## config.mk

```make
export PLATFORM = sky130hd
export DESIGN_NAME = deserializer
export DESIGN_NICKNAME = d
export VERILOG_FILES = /design/src/rtl/deserializer.sv
export SDC_FILE = /design/constraint.sdc
export NUM_CORES = 1
export LEC_CHECK = 0
export CAP_MARGIN = 20
export CORE_ASPECT_RATIO = 0.75
export CORE_MARGIN = 2
export CORE_UTILIZATION = 52
export CTS_BUF_LIST = sky130_fd_sc_hd__clkbuf_2 sky130_fd_sc_hd__clkbuf_4 sky130_fd_sc_hd__clkbuf_8
export CTS_CLUSTER_DIAMETER = 200
export CTS_CLUSTER_SIZE = 10
export DETAILED_ROUTE_END_ITERATION = 10
export DONT_BUFFER_PORTS = 1
export PLACE_DENSITY = 0.67
export SLEW_MARGIN = 20
export SYNTH_ARGS = -nofsm -noshare
export SYNTH_HDL_FRONTEND = slang
export SYNTH_SLANG_ARGS = --single-unit
```

## constraint.sdc

```tcl
create_clock -name clk_i -period 2.9 [get_ports clk_i]
set_input_delay 0.58 -clock clk_i [delete_from_list [all_inputs] [get_ports clk_i]]
set_output_delay 0.58 -clock clk_i [all_outputs]
set_load 0.005 [all_outputs]
```

## src/rtl/deserializer.sv

```systemverilog
// Serial-to-parallel receiver: rebuilds MSB-first frames delimited by a strobe,
// delivering good frames with their bit count and flagging short or overlong ones.
module deserializer #(
  parameter int unsigned DATA_W  = 16,
  parameter int unsigned MIN_LEN = 3,
  localparam int unsigned MOD_W  = $clog2(DATA_W)
) (
  input  logic              clk_i,
  input  logic              arst_n_i,
  input  logic              ser_data_i,
  input  logic              ser_data_val_i,
  output logic [DATA_W-1:0] deser_data_o,
  output logic [MOD_W-1:0]  deser_data_mod_o,
  output logic              deser_data_val_o,
  output logic              err_o,
  output logic              busy_o
);

  localparam int unsigned CNT_W = MOD_W + 1;

  typedef enum logic [1:0] {
    IDLE    = 2'd0,
    COLLECT = 2'd1,
    DROP    = 2'd2
  } state_e;

  state_e              state_q, state_d;
  logic [DATA_W-1:0]   sh_q, sh_d;
  logic [CNT_W-1:0]    cnt_q, cnt_d;
  logic [DATA_W-1:0]   data_q, data_d;
  logic [MOD_W-1:0]    mod_q, mod_d;
  logic                val_q, val_d;
  logic                err_q, err_d;
  logic                busy_q, busy_d;
  logic                armed_q, armed_d;
  logic [MOD_W-1:0]    bit_idx;

  // Write position for the next bit; only used while cnt_q < DATA_W.
  assign bit_idx = MOD_W'(DATA_W - 1) - cnt_q[MOD_W-1:0];

  always_ff @(posedge clk_i or negedge arst_n_i) begin
    if (!arst_n_i) begin
      state_q <= IDLE;
      sh_q    <= '0;
      cnt_q   <= '0;
      data_q  <= '0;
      mod_q   <= '0;
      val_q   <= 1'b0;
      err_q   <= 1'b0;
      busy_q  <= 1'b0;
      armed_q <= 1'b0;
    end else begin
      state_q <= state_d;
      sh_q    <= sh_d;
      cnt_q   <= cnt_d;
      data_q  <= data_d;
      mod_q   <= mod_d;
      val_q   <= val_d;
      err_q   <= err_d;
      busy_q  <= busy_d;
      armed_q <= armed_d;
    end
  end

  always_comb begin
    state_d = state_q;
    sh_d    = sh_q;
    cnt_d   = cnt_q;
    data_d  = data_q;
    mod_d   = mod_q;
    val_d   = 1'b0;
    err_d   = 1'b0;
    // A strobe already high out of reset must drop before a frame is accepted.
    armed_d = armed_q | ~ser_data_val_i;

    unique case (state_q)
      IDLE: begin
        if (ser_data_val_i && armed_q) begin
          sh_d           = '0;
          sh_d[DATA_W-1] = ser_data_i;
          cnt_d          = CNT_W'(1);
          state_d        = COLLECT;
        end
      end
      COLLECT: begin
        if (ser_data_val_i) begin
          if (cnt_q == CNT_W'(DATA_W)) begin
            state_d = DROP;
          end else begin
            sh_d[bit_idx] = ser_data_i;
            cnt_d         = cnt_q + CNT_W'(1);
          end
        end else begin
          if (cnt_q >= CNT_W'(MIN_LEN)) begin
            data_d = sh_q;
            mod_d  = cnt_q[MOD_W-1:0];
            val_d  = 1'b1;
          end else begin
            err_d = 1'b1;
          end
          cnt_d   = '0;
          state_d = IDLE;
        end
      end
      DROP: begin
        if (!ser_data_val_i) begin
          err_d   = 1'b1;
          cnt_d   = '0;
          state_d = IDLE;
        end
      end
      default: begin
        cnt_d   = '0;
        state_d = IDLE;
      end
    endcase

    // Busy spans the frame plus the cycle its result or error is presented.
    busy_d = (state_d != IDLE) || (state_q != IDLE);
  end

  assign deser_data_o     = data_q;
  assign deser_data_mod_o = mod_q;
  assign deser_data_val_o = val_q;
  assign err_o            = err_q;
  assign busy_o           = busy_q;

endmodule

```

# --- Yosys cells after proc, flatten, opt, wreduce, memory -nomap -nowiden ---
# Cells that the tools add are included.
word_totals:
  inputBits: 4
  regBits: 47
  elab_cells: 58
classes:
  reduce_logical: 10
  n_mux: 24
  n_lt_le_gt_ge: 3
  eq_ne: 8
  n_bitwise: 2
  addsub: 2
op_table:
  columns: ["cell", "n"]
  rows:
  - ["2-to-1 mux 16 bit", 3]
  - ["one-hot mux 16 bit (2 select lines)", 1]
  - ["2-to-1 mux 5 bit", 4]
  - ["bitwise mux 16 bit", 1]
  - ["one-hot mux 5 bit (3 select lines)", 1]
  - ["2-to-1 mux 2 bit", 4]
  - ["!= test 2 bit, second input constant", 4]
  - ["2-to-1 mux 1 bit", 7]
  - ["one-hot mux 2 bit (3 select lines)", 1]
  - ["AND reduction 3 bit", 2]
  - ["nonzero test 2 bit", 3]
  - ["adder 5 x 1 -> 5 bit, second input constant", 1]
  - ["equality test 5 bit, second input constant", 1]
  - [">= comparator 5 x 2 -> 1 bit, second input constant", 1]
  - ["less-than comparator 4 x 5 -> 1 bit, second input constant", 1]
  - ["demux 1 bit (select 4 bit)", 1]
  - [">= comparator 4 x 1 -> 1 bit, second input constant", 1]
  - ["AND reduction 4 bit", 1]
  - ["subtractor 4 bit, first input constant", 1]
  - ["!= test 3 bit, second input constant", 1]
  - ["equality test 2 x 1 -> 1 bit, second input constant", 1]
  - ["equality test 2 bit, second input constant", 1]
  - ["logical AND 1 bit", 2]
  - ["logical NOT 2 bit", 1]
  - ["4 further kinds", 4]

# --- Depth between registers and ports, before layout ---
logic_depth:
  word_depth: 9
  depth_mapped: 8
  mapped_depth_nobuf: 6

# --- Worst setup path before layout ---
# No wires, ideal clock.
synth_timing:
  kind: "register to register"
  startpoint: "register cnt_q[0]"
  endpoint: "register data_q[10] (netlist: deser_data_o[10])"
  path_buffers: 1
  setup_ns: 0.125
  t_arrival_ns: 1.888
  setup_slack_ns: 0.887
  stages_incl_launch_ff: 7
  path_cell_list: "dfrtp_1 > ha_1 > or4_1 > a21oi_2 > nor3_2 > buf_6 > mux2_4"
synth_between:
  elab_chain_cells: 2
synth_rtl:
  columns: ["item", "line", "text"]
  rows:
  - ["start, declared", "29", "logic [CNT_W-1:0] cnt_q, cnt_d;"]
  - ["start signal, assigned", "55", "cnt_q <= cnt_d;"]
  - [">= comparator 5 x 2 -> 1 bit", "94", "if (cnt_q >= CNT_W'(MIN_LEN)) begin"]
  - ["AND reduction 3 bit (no line)", null, null]
  - ["end signal, assigned", "56", "data_q <= data_d;"]
  - ["end, declared", "30", "logic [DATA_W-1:0] data_q, data_d;"]
# No other way between the ends.
# A chain may end at the register's enable or synchronous reset.

# --- Worst setup path in the final report ---
layout_timing:
  startpoint: "register state_q[1]"
  endpoint: "register data_q[4] (netlist: deser_data_o[4])"
layout_between:
  elab_chain_cells: 2
layout_rtl:
  columns: ["item", "line", "text"]
  rows:
  - ["start, declared", "27", "state_e state_q, state_d;"]
  - ["start signal, assigned", "53", "state_q <= state_d;"]
  - ["equality test 2 x 1 -> 1 bit", "76", "unique case (state_q)"]
  - ["AND reduction 3 bit (no line)", null, null]
# No other way between the ends.

==> results.cfg <==
[critical_path]
crit_top_cell = inv_1
r2r-end = deser_data_o[4]
cp-end-kind = flop
worstPathMaxFanout = 18
startpoint = state_q[1]
setup.worst_path.class = flop to flop
cp.required_ps = 3070
slowest_stage = nor3_4
max_stage_delay_ps = 510
start_kind = flop
crit_chain = inv_1 -> ha_1 -> inv_1 -> nor3_4 -> buf_4 -> mux2_1
regToRegStartpoint = state_q[1]
worstRegToRegCells = 6
reg2reg_setup_slack_ps = 370
crit_end = deser_data_o[4]
crit_arrival_ps = 2710

[cells_and_area]
antenna_cells = 0
fillCellCount = 346
multiInputGateArea_um2 = 1056
ff_latch_area_um2 = 1176
drive_above_1_share_pct = 17.91
fin_nets = 213
layout_common_cells = dfrtp_1, nand2_1, o21ai_0
area_delta_synth_final_pct = 6.576
finalInstanceArea_um2 = 2454
final_common_cell = dfrtp_1

[placement]
place_area_um2 = 2338
gp_congestion = 0.8135
portBuffers = 0
pre_cts_slack_ps = 394.3
hpwl_um = 2786

[die]
dieArea_um2 = 4981
die_x_um = 80.83
rows = 20
die_h_um = 61.63
start_util_pct = 55.42
coreArea_um2 = 4154
ioPinCount = 27

[global_routing]
grt_max_degree = 48
antenna_found_initial = 0
grt_pass1_wl_um = 7245
gr-usage-all-layers_pct = 19.67
grt_pass1_vias = 1466
grt_overflow = 0

[sta]
clock_skew_ps = 6.009
max_freq_ghz = 0.3951
finalSetupViolCount = 0
fin_crit_ps = 2531
hold_ws_ps = 118.8
grt_setup_unrepaired = no
tightest_slew_ps = 630.0
maxSlewViolCount = 0
period_share_pct = 87.28
setup_tns_ps = 0
setup_ws_ps = 368.9
final-hold-violation-count = 0
maxSlewHeadroom_pct = 57.81

[route]
via_count = 1472
viasPerCell = 5.750
wl_per_cell_um = 16.43
drcViolationCount = 0
finalWirelength_um = 4205
first_pass_iters = 4
drtIter0Drc = 89
antenna_left = 0

[cts]
cts-root-buf = clkbuf_8
cts_tree = done
cts_made_buffers = 5
clk_pin_slew_worst_paths_ps = 80
post_cts_buffers = 0
cts_buffer_depth = 2
htreeDepth = 2
ctsResizeCount = 0
cts.sinks = 47
clk_latency_ps = 300

[synthesis]
synth_area_um2 = 2302
async_reset_ff_share_pct = 100.0
synth_nets = 211
syn_avg_cell_area_um2 = 11.57
synth_ff_type = dfrtp_1
synth_edf_count = 0
yosys_warnings = 0
ys_ff_latch = 47
ys_seq_area_share_pct = 51.09
yosysUniqueCellTypes = 34
syn_inst = 199

[flow_run]
drv_cap = 0

[power]
ir_worst_vdd_mv = 0.5107
power.total_uw = 2057
total_leakage_power_uw = 0.001164
p_per_area_nw_per_um2 = 838.4

[min_path]
hold_path.class = primary input to async pin

[run_status]
outcome = finished, final reports clean
[flip-flops by register name (all words and copies together), names as in the netlist]
signal	count
deser_data_mod_o	4
err_o	1
deser_data_o	16
sh_q	16
state_q	2
cnt_q	5
busy_o	1
armed_q	1
deser_data_val_o	1
[cells in the mapped netlist, types with 2 or more instances]
master / n / area (µm²)
dfrtp_1: 47 / 1176
ha_1: 8 / 100.1
and2_1: 2 / 12.51
nor2b_1: 2 / 12.51
buf_6: 3 / 33.78
or3_1: 3 / 18.77
mux2_1: 2 / 22.52
a31oi_1: 5 / 31.28
nor2_1: 2 / 7.510
nand3_1: 4 / 20.02
a21oi_1: 7 / 35.03
clkbuf_1: 4 / 15.01
mux2i_1: 12 / 120.1
nand2_1: 33 / 123.9
o21ai_0: 20 / 100.1
o21ai_1: 2 / 10.01
inv_1: 6 / 22.52
mux2_4: 19 / 285.3
a21boi_0: 3 / 22.52
[report_power, final]
| part | switching [µW] | internal (µW) |
|---|---|---|
| logic | 364 | 315 |
| clock network | 204 | 187 |
| registers | 161 | 827 |
| total | 728 | 1330 |
[worst max-delay path: cells and delay by family (launching register included)]
family | cells | cell delay [ps]
multiplexers | 1 | 360
buffers and inverters | 3 | 790
adder cells (fa/ha/maj) | 1 | 330
AND/OR/NAND/NOR | 1 | 510
flip-flops | 1 | 410
[routing by layer]
metal	up-vias	share of wire [%]	track usage (%)
li1	699	-	-
met1	735	48	26.50
met2	34	45	30.11
met3	4	5.7	6.452
met4	0	0.98	7.264
met5	-	0	0
[worst min path at each step]
stage,startpoint,to,slack (ps),cells past startpoint
6_report,arst_n_i,deser_data_o[8],120,1
5_1_grt,arst_n_i,deser_data_o[11],120,1
4_1_cts,arst_n_i,deser_data_o[11],130,1
3_5_place_dp,arst_n_i,deser_data_o[3],290,0
3_3_place_gp,arst_n_i,deser_data_mod_o[2],290,0
2_1_floorplan,arst_n_i,armed_q,280,0
[metrics by stage]
step / util [%] / instances
after floorplan: - / 199
after global placement: 56.30 / 248
after detailed placement: 56.30 / 248
after CTS: 59.07 / 256
after global routing: 59.07 / 256
final: 59.07 / 256
[kinds of logic (layout without fill, tap and decap cells)]
group           count (synthesis)  after routing  synth area share [%]
flops                          47             47                 51.09
compound gates                 44             44                 11.58
simple gates                   52             52                 10.60
fa+ha+maj                       8              8                 4.348
buf+inv                        14             16                 3.315
mux                            34             34                 19.08
[layout make-up]
class / count / share of cell area [%]
inverters: 6 / 0.9179
repair buffers: 3 / 1.734
clock inverters: 1 / 0.2040
flip-flops and latches: 47 / 47.93
multi-input cells: 138 / 43.04
well taps: 55 / 2.805
clock buffers: 6 / 3.366
[timing repair]
action | in CTS | in global routing
hold buffers | 1 | 0
hold endpoints to repair | 47 | 0
setup endpoints to repair | 0 | 0
Power figures use the tool's default switching activity.
